$ cat config.mk
export PLATFORM = sky130hd
export DESIGN_NAME = uart_rx_fifo
export DESIGN_NICKNAME = d
export VERILOG_FILES = /design/src/rtl/uart_rx_fifo.sv
export SDC_FILE = /design/constraint.sdc
export NUM_CORES = 1
export LEC_CHECK = 0
export CELL_PAD_IN_SITES_DETAIL_PLACEMENT = 0
export CELL_PAD_IN_SITES_GLOBAL_PLACEMENT = 1
export CORE_MARGIN = 1
export CORE_UTILIZATION = 45
export DETAILED_ROUTE_END_ITERATION = 6
export MAX_ROUTING_LAYER = met4
export PLACE_DENSITY = 0.66
export SLEW_MARGIN = 5
export SYNTH_ARGS = -nofsm -noshare
export SYNTH_HDL_FRONTEND = slang
export SYNTH_SLANG_ARGS = --single-unit
$ cat constraint.sdc
create_clock -name clk -period 4.1 [get_ports clk]
set_input_delay 0.82 -clock clk [delete_from_list [all_inputs] [get_ports clk]]
set_output_delay 0.82 -clock clk [all_outputs]
set_load 0.01 [all_outputs]
$ cat src/rtl/uart_rx_fifo.sv
// uart_rx_fifo: 8N1 serial receiver with a first-word-fall-through byte FIFO.
// rx is synchronised, deframed at a fixed bit period and buffered; the FIFO head
// is presented on a registered valid/ready interface.
module uart_rx_fifo #(
    parameter int unsigned UART_PERIOD = 868,
    parameter int unsigned FIFO_AW     = 4
) (
    input  logic               clk,
    input  logic               rst_n,
    input  logic               rx,
    output logic [7:0]         rd_data,
    output logic               rd_valid,
    input  logic               rd_ready,
    output logic [FIFO_AW:0]   count,
    output logic               overrun,
    output logic               frame_err,
    input  logic               clr_err
);

    localparam int unsigned TW = $clog2(UART_PERIOD);
    localparam int unsigned PW = FIFO_AW + 1;
    localparam logic [TW-1:0] HALF_LOAD = TW'(UART_PERIOD / 2 - 1);
    localparam logic [TW-1:0] FULL_LOAD = TW'(UART_PERIOD - 1);

    typedef enum logic [1:0] {
        IDLE  = 2'd0,
        START = 2'd1,
        DATA  = 2'd2,
        STOP  = 2'd3
    } state_t;

    // ------------------------------------------------------------------
    // Receive path
    // ------------------------------------------------------------------
    logic          rx_meta;
    logic          rxs;
    logic          rxs_d;
    state_t        state, state_n;
    logic [TW-1:0] timer, timer_n;
    logic [2:0]    idx, idx_n;
    logic [7:0]    shreg, shreg_n;
    logic          push_c;
    logic          ferr_set_c;
    logic          expired_c;

    // Two-flop synchroniser plus one history flop for start-edge detection
    always_ff @(posedge clk or negedge rst_n) begin
        if (!rst_n) begin
            rx_meta <= 1'b1;
            rxs     <= 1'b1;
            rxs_d   <= 1'b1;
        end else begin
            rx_meta <= rx;
            rxs     <= rx_meta;
            rxs_d   <= rxs;
        end
    end

    // Deframer state, bit timer, bit index and shift register
    always_ff @(posedge clk or negedge rst_n) begin
        if (!rst_n) begin
            state <= IDLE;
            timer <= '0;
            idx   <= '0;
            shreg <= '0;
        end else begin
            state <= state_n;
            timer <= timer_n;
            idx   <= idx_n;
            shreg <= shreg_n;
        end
    end

    assign expired_c = (timer == '0);

    // Deframer next state: sample at each timer expiry, never stalls on the FIFO
    always_comb begin
        state_n    = state;
        timer_n    = expired_c ? timer : timer - TW'(1);
        idx_n      = idx;
        shreg_n    = shreg;
        push_c     = 1'b0;
        ferr_set_c = 1'b0;
        case (state)
            IDLE: begin
                if (!rxs && rxs_d) begin
                    timer_n = HALF_LOAD;
                    state_n = START;
                end
            end
            START: begin
                if (expired_c) begin
                    if (!rxs) begin
                        timer_n = FULL_LOAD;
                        idx_n   = 3'd0;
                        state_n = DATA;
                    end else begin
                        state_n = IDLE;
                    end
                end
            end
            DATA: begin
                if (expired_c) begin
                    shreg_n = {rxs, shreg[7:1]};
                    timer_n = FULL_LOAD;
                    if (idx == 3'd7) begin
                        state_n = STOP;
                    end else begin
                        idx_n = idx + 3'd1;
                    end
                end
            end
            STOP: begin
                if (expired_c) begin
                    if (rxs) begin
                        push_c = 1'b1;
                    end else begin
                        ferr_set_c = 1'b1;
                    end
                    state_n = IDLE;
                end
            end
            default: state_n = IDLE;
        endcase
    end

    // ------------------------------------------------------------------
    // FIFO
    // ------------------------------------------------------------------
    logic [7:0]    mem [0:(1 << FIFO_AW) - 1];
    logic [PW-1:0] wr_ptr, rd_ptr;
    logic [PW-1:0] wr_ptr_n, rd_ptr_n;
    logic [PW-1:0] count_n;
    logic [7:0]    head_c;
    logic          full_c;
    logic          pop_c;
    logic          wr_en_c;
    logic          ovr_set_c;

    // Pointer arithmetic; a full FIFO still accepts a byte when the head leaves the same cycle
    always_comb begin
        full_c    = (wr_ptr[FIFO_AW] != rd_ptr[FIFO_AW]) &&
                    (wr_ptr[FIFO_AW-1:0] == rd_ptr[FIFO_AW-1:0]);
        pop_c     = rd_valid & rd_ready;
        wr_en_c   = push_c & (~full_c | pop_c);
        ovr_set_c = push_c & full_c & ~pop_c;
        wr_ptr_n  = wr_ptr + PW'(wr_en_c);
        rd_ptr_n  = rd_ptr + PW'(pop_c);
        count_n   = wr_ptr_n - rd_ptr_n;
        // New head is the incoming byte when it lands exactly at the next read slot
        if (wr_en_c && (rd_ptr_n == wr_ptr)) begin
            head_c = shreg;
        end else begin
            head_c = mem[rd_ptr_n[FIFO_AW-1:0]];
        end
    end

    // Storage array, no reset needed since pointers qualify every entry
    always_ff @(posedge clk) begin
        if (wr_en_c) begin
            mem[wr_ptr[FIFO_AW-1:0]] <= shreg;
        end
    end

    // Pointers, registered head, occupancy and sticky flags
    always_ff @(posedge clk or negedge rst_n) begin
        if (!rst_n) begin
            wr_ptr    <= '0;
            rd_ptr    <= '0;
            count     <= '0;
            rd_valid  <= 1'b0;
            rd_data   <= '0;
            overrun   <= 1'b0;
            frame_err <= 1'b0;
        end else begin
            wr_ptr    <= wr_ptr_n;
            rd_ptr    <= rd_ptr_n;
            count     <= count_n;
            rd_valid  <= (count_n != '0);
            rd_data   <= head_c;
            overrun   <= ovr_set_c | (overrun & ~clr_err);
            frame_err <= ferr_set_c | (frame_err & ~clr_err);
        end
    end

endmodule

After elaboration in Yosys (flattened, before gate mapping)

Memory sizes are Yosys's and may differ from the RTL's.
Index checks and enable logic that the tools add are counted.

Logic and storage cells: 84
RAM bits: 128
Input bits: 5
Memories kept: 1
Register bits: 52
Output and inout port bits: 16

Reduce and logical (&&, ||, !) cells: 11
Add/subtract/negate cells: 5
Bitwise gates (word level): 12
Equal/unequal tests: 14
Mux-type cells: 27

Memories:

| memory | depth | bits a word | read ports | clocked after Yosys merged registers in | wr ports | RTL line | text |
|---|---|---|---|---|---|---|---|
| mem    | 16    | 8           | 1          | 0                                       | 1        | 130      | `logic [7:0] mem [0:(1 << FIFO_AW) - 1];` |

Operator list:

| kind                                                                 | count |
|---|---|
| 10-bit two-way mux                                                   | 5 |
| 10-bit case mux with 3 select lines                                  | 1 |
| 2-bit inequality test, second input constant                         | 7 |
| 2-bit two-way mux                                                    | 6 |
| 3-bit two-way mux                                                    | 4 |
| 5-bit by 1-bit adder with 5-bit output                               | 2 |
| 10-bit zero test                                                     | 1 |
| 5-bit AND reduction                                                  | 2 |
| 10-bit by 1-bit subtractor with 10-bit output, second input constant | 1 |
| 1-bit two-way mux                                                    | 8 |
| 8-bit two-way mux                                                    | 1 |
| 2-bit case mux with 4 select lines                                   | 1 |
| 1-bit AND                                                            | 6 |
| 3-bit case mux with 2 select lines                                   | 1 |
| 5-bit == test                                                        | 1 |
| 5-bit nonzero test                                                   | 1 |
| 5-bit subtractor                                                     | 1 |
| 2-bit == test, second input constant                                 | 2 |
| 4-bit == test                                                        | 1 |
| 3-bit by 1-bit adder with 3-bit output, second input constant        | 1 |
| 3-bit == test, second input constant                                 | 1 |
| 1-bit logical AND                                                    | 3 |
| 1-bit NOT                                                            | 3 |
| 1-bit bitwise OR                                                     | 3 |
| other kinds (6)                                                      | 6 |

Depth between registers and ports, before layout

Depth in word-level cells: 8
Depth in mapped cells: 14
Gate-level depth less buffers: 14

Least setup slack after synthesis

Ideal clock, no wire load.

Kind: input-to-reg
From: input rd_ready
To: register rd_valid
Library setup time: 0.146 ns
Cell stages on the path: 13
Path slack: 0.051 ns
Required time: 3.954 ns
Buffers on the path: 3
Arrival: 3.903 ns
Cell sequence: nand2_1 > inv_1 > ha_1 > ha_1 > clkbuf_1 > buf_1 > buf_1 > inv_1 > ha_1 > nor2b_1 > a221oi_1 > xnor2_1 > or4b_2

Elaborated cells on any way between the ends: 7
Classes of those cells: add/sub (3); bitwise (3); reduce/logical (1)

RTL lines:

| what                                   | RTL line | text |
|---|---|---|
| start: declaration                     | 13       | `input logic rd_ready,` |
| 1-bit AND                              | 144      | `pop_c = rd_valid & rd_ready;` |
| 5-bit by 1-bit adder with 5-bit output | 148      | `rd_ptr_n = rd_ptr + PW'(pop_c);` |
| named net rd_ptr_n[1]                  | 132      | `logic [PW-1:0] wr_ptr_n, rd_ptr_n;` |
| 5-bit subtractor                       | 149      | `count_n = wr_ptr_n - rd_ptr_n;` |
| named net count_n[3]                   | 133      | `logic [PW-1:0] count_n;` |
| 5-bit nonzero test                     | 179      | `rd_valid <= (count_n != '0);` |
| end signal: assignment                 | 179      |  |
| end: declaration                       | 12       | `output logic rd_valid,` |

The timed path passes the listed nets, and every way through them passes these cells.
A chain may end at the register's enable or synchronous reset.

Worst setup path after layout

From: register timer[4]
To: register rd_valid

Cells in the longest elaborated chain, start to end: 7

RTL lines:

| what                                   | RTL line | text |
|---|---|---|
| start: declaration                     | 39       | `logic [TW-1:0] timer, timer_n;` |
| start signal: assignment               | 68       | `timer <= timer_n;` |
| 10-bit zero test                       | 74       | `assign expired_c = (timer == '0);` |
| 1-bit two-way mux                      | 114      | `if (expired_c) begin` |
| 1-bit two-way mux                      | 84       | `case (state)` |
| 1-bit AND                              | 145      | `wr_en_c = push_c & (~full_c \| pop_c);` |
| 5-bit by 1-bit adder with 5-bit output | 147      | `wr_ptr_n = wr_ptr + PW'(wr_en_c);` |
| named net wr_ptr_n[1]                  | 132      |  |
| 5-bit subtractor                       | 149      |  |
| 5-bit nonzero test                     | 179      |  |

The timed path passes the listed nets, and every way through them passes these cells.

==> flow_metrics.env <==
export IMPL_placed_cell_area_um2=8120
export IMPL_critPathArrivalTime_ns=4.21
export IMPL_gp_congestion=0.7853
export IMPL_first_iter_violations=349
export IMPL_io_pin_count=21
export IMPL_drc_errors=0
export IMPL_grt_total_usage=0.1959
export IMPL_htreeDepth=4
export IMPL_end_kind="flip-flop"
export IMPL_grt_setup_unrepaired="false"
export IMPL_numPortBuffers=20
export IMPL_yosysMostFrequentCell="edfxtp_1"
export IMPL_slew_viol_final=0
export IMPL_synth_async_reset_ratio=0.2889
export IMPL_fmax_mhz=254.6
export IMPL_start_util=0.4598
export IMPL_clkLatencyLatePin_ns=0.42
export IMPL_first_pass_iters=4
export IMPL_highest_layer="met4"
export IMPL_grt_max_degree=35
export IMPL_holdWs_ns=0.3564
export IMPL_die_h_um=131.9
export IMPL_antennaDiodeCount=0
export IMPL_cts_tree="built"
export IMPL_power_leakage_nw=3.147
export IMPL_drt_total_wl_um=15150
export IMPL_synth_area_leaders="edfxtp_1 (51%), dfrtp_1 (16%), mux4_2 (9.5%), mux2_2 (2.5%), ha_1 (2.1%)"
export IMPL_grt_pass1_wl_um=24400
export IMPL_post_route_util=0.5268
export IMPL_synth_area_um2=7599
export IMPL_period_minus_slack_ns=3.928
export IMPL_intPower_w=0.003801
export IMPL_route_met3_wl_um=564
export IMPL_core_area_um2=16520
export IMPL_p_sw_frac=0.3070
export IMPL_skew_ns=0.006381
export IMPL_setup_violations=0
export IMPL_yosys_register_bits=180
export IMPL_power_density_nw_per_um2=630.0
export IMPL_setup_tns_ns=0
export IMPL_cts_path_max_buffers=2
export IMPL_synth_distinct_cells=51
export IMPL_yosysTopAreaCell="edfxtp_1"
export IMPL_die_w_um=131.9
export IMPL_via_per_inst=5.484
export IMPL_ant_nets=0
export IMPL_cts_buffers=17
export IMPL_combPwrFrac=0.323
export IMPL_critical_path_required_ns=4.38
export IMPL_tightest_slew_ns=0.8729
export IMPL_routedWlPerCell_um=20.67
export IMPL_syn_num_nets=480
export IMPL_maxCapViolations=0
export IMPL_synth_common_cells="edfxtp_1 (128), dfrtp_1 (49), mux4_2 (32), nor2_1 (23), nand2_1 (19)"
export IMPL_cp_max_fo=7
export IMPL_startpoint_type="flip-flop"
export IMPL_vdd_drop_max_uv=409.2
export IMPL_fin_crit_sh=0.9581
export IMPL_netlist_area_leader_share=0.5058
export IMPL_dpl_hpwl_um=9734
export IMPL_fillers=1336
export IMPL_multi_input_comb_area_um2=2292
export IMPL_syn_area_per_cell_um2=16.48
export IMPL_seqPwrFrac=0.400
export IMPL_status="complete, no violations"
export IMPL_clockRootBuffer="clkbuf_16"
export IMPL_critPathKind="flip-flop to flip-flop"
export IMPL_relSlewSlack=0.4159
export IMPL_wl_met2_um=7180
export IMPL_ys_warn_count=0
export IMPL_postCtsHoldBufs=0
export IMPL_synth_cells=461
export IMPL_core_rowCount=47
export IMPL_regArea_um2=5150
export IMPL_nets=519
export IMPL_fin_area_um2=8705
export IMPL_num_vias=4020
export IMPL_power_switching_w=0.001683
export IMPL_layout_drive_gt1_share=0.2281
export IMPL_synth_edff_count=128
export IMPL_grt_overflow=0
export IMPL_synth_flop_cell="edfxtp_1"
export IMPL_clk_pin_slew_ns=0.07
export IMPL_cts_sinks=180
export IMPL_area_growth_pct=14.56
export IMPL_ys_seq_area_frac=0.6776
export IMPL_met1_length_um=7236
export IMPL_p_clk_frac=0.277
export IMPL_hold_viol_final=0
export IMPL_dieArea_um2=17410
export IMPL_grt_pass1_vias=4147
export IMPL_antenna_found_initial=0
export IMPL_hold_class="flip-flop to flip-flop"
==> power by group through the flow <==
| stage | logic [W] | registers, W | clock network (W) |
|---|---|---|---|
| final | 0.00177 | 0.00219 | 0.00152 |
| after global routing | 0.00193 | 0.00221 | 0.00162 |
| after CTS | 0.00180 | 0.00219 | 0.00155 |
| after detailed placement | 0.00179 | 0.00223 | 0 |
| after global placement | 0.00180 | 0.00222 | 0 |
| after floorplan | 0.00122 | 0.00223 | 0 |
==> worst max-delay path, cell delays in order, from the launching register on <==
cell and delay, ns:
dfrtp_2 0.44, or4_4 0.58, or4_4 0.58, a31oi_4 0.22, ha_2 0.25, ha_4 0.14, inv_1 0.05, fa_1 0.47
inv_1 0.07, a21o_1 0.11, a21oi_1 0.07, xnor3_1 0.21, or4b_2 0.59
==> final timing paths <==
kind                          start  endpoint  slack, ns  cells past startpoint
min in group asynchronous     rst_n  count[0]       0.46                      1
setup / recovery           timer[4]  rd_valid       0.17                     12
setup reg to reg           timer[4]  rd_valid       0.17                     12
max in group asynchronous     rst_n   rx_meta       2.76                      2
hold reg to reg             rx_meta       rxs       0.36                      0
hold / removal              rx_meta       rxs       0.36                      0
==> state kept, by name, indices dropped and copies added (netlist names), named ones only <==
signal / count
frame_err: 1
timer: 10
state: 1
overrun: 1
shreg: 8
rd_data: 8
rxs_d: 1
wr_ptr: 5
rd_valid: 1
count: 5
rxs: 1
mem: 128
rd_ptr: 5
idx: 3
rx_meta: 1
==> layer usage <==
metal  up-vias  global-route usage
met1      2095              0.2808
li1       1845                   -
met4         0             0.06202
met3        12             0.02999
met5         -                   -
met2        68              0.2892
==> cell type report <==
class / instances / share of cell area
Sequential cell: 180 / 0.5916
Clock inverter: 13 / 0.01265
Inverter: 17 / 0.007331
Multi-Input combinational cell: 244 / 0.2633
Timing Repair Buffer: 40 / 0.04255
Tap cell: 220 / 0.03162
Clock buffer: 19 / 0.05088
==> placed cells by master (no fill, tap or decap), types with 15 or more instances in the layout <==
cell             instances
clkdlybuf4s50_1         19
inv_1                   15
edfxtp_1               128
nand2_1                 19
mux4_2                  32
a21oi_1                 17
buf_4                   18
dfrtp_1                 48
mux2_2                  17
nor2_1                  23
clkbuf_16               17
==> through the flow <==
step / setup slack [ns] / cells / total power (W)
after CTS: 0.1247 / 731 / 0.005538
after detailed placement: 0.1284 / 699 / 0.004017
after global placement: 0.2482 / 699 / 0.004015
after floorplan: 0.05126 / 461 / 0.003458
final: 0.1717 / 733 / 0.005484
after global routing: 0.02529 / 733 / 0.005758
==> cells by family after synthesis <==
kind of cell,count (synthesis),share of synthesized area
buf+inv,37,0.02404
mux,57,0.1306
flops,180,0.6776
simple gates,98,0.07031
compound gates,52,0.04512
fa+ha+maj,14,0.02404
xor+xnor,23,0.02832
==> what timing repair did <==
action                                  4_1_cts  5_1_grt
buffers inserted                              0        2
endpoints found under the hold margin         0        0
endpoints found under the setup margin        0        1
resized for setup                             0        3
Note: power is estimated with default switching activity, not from simulation.
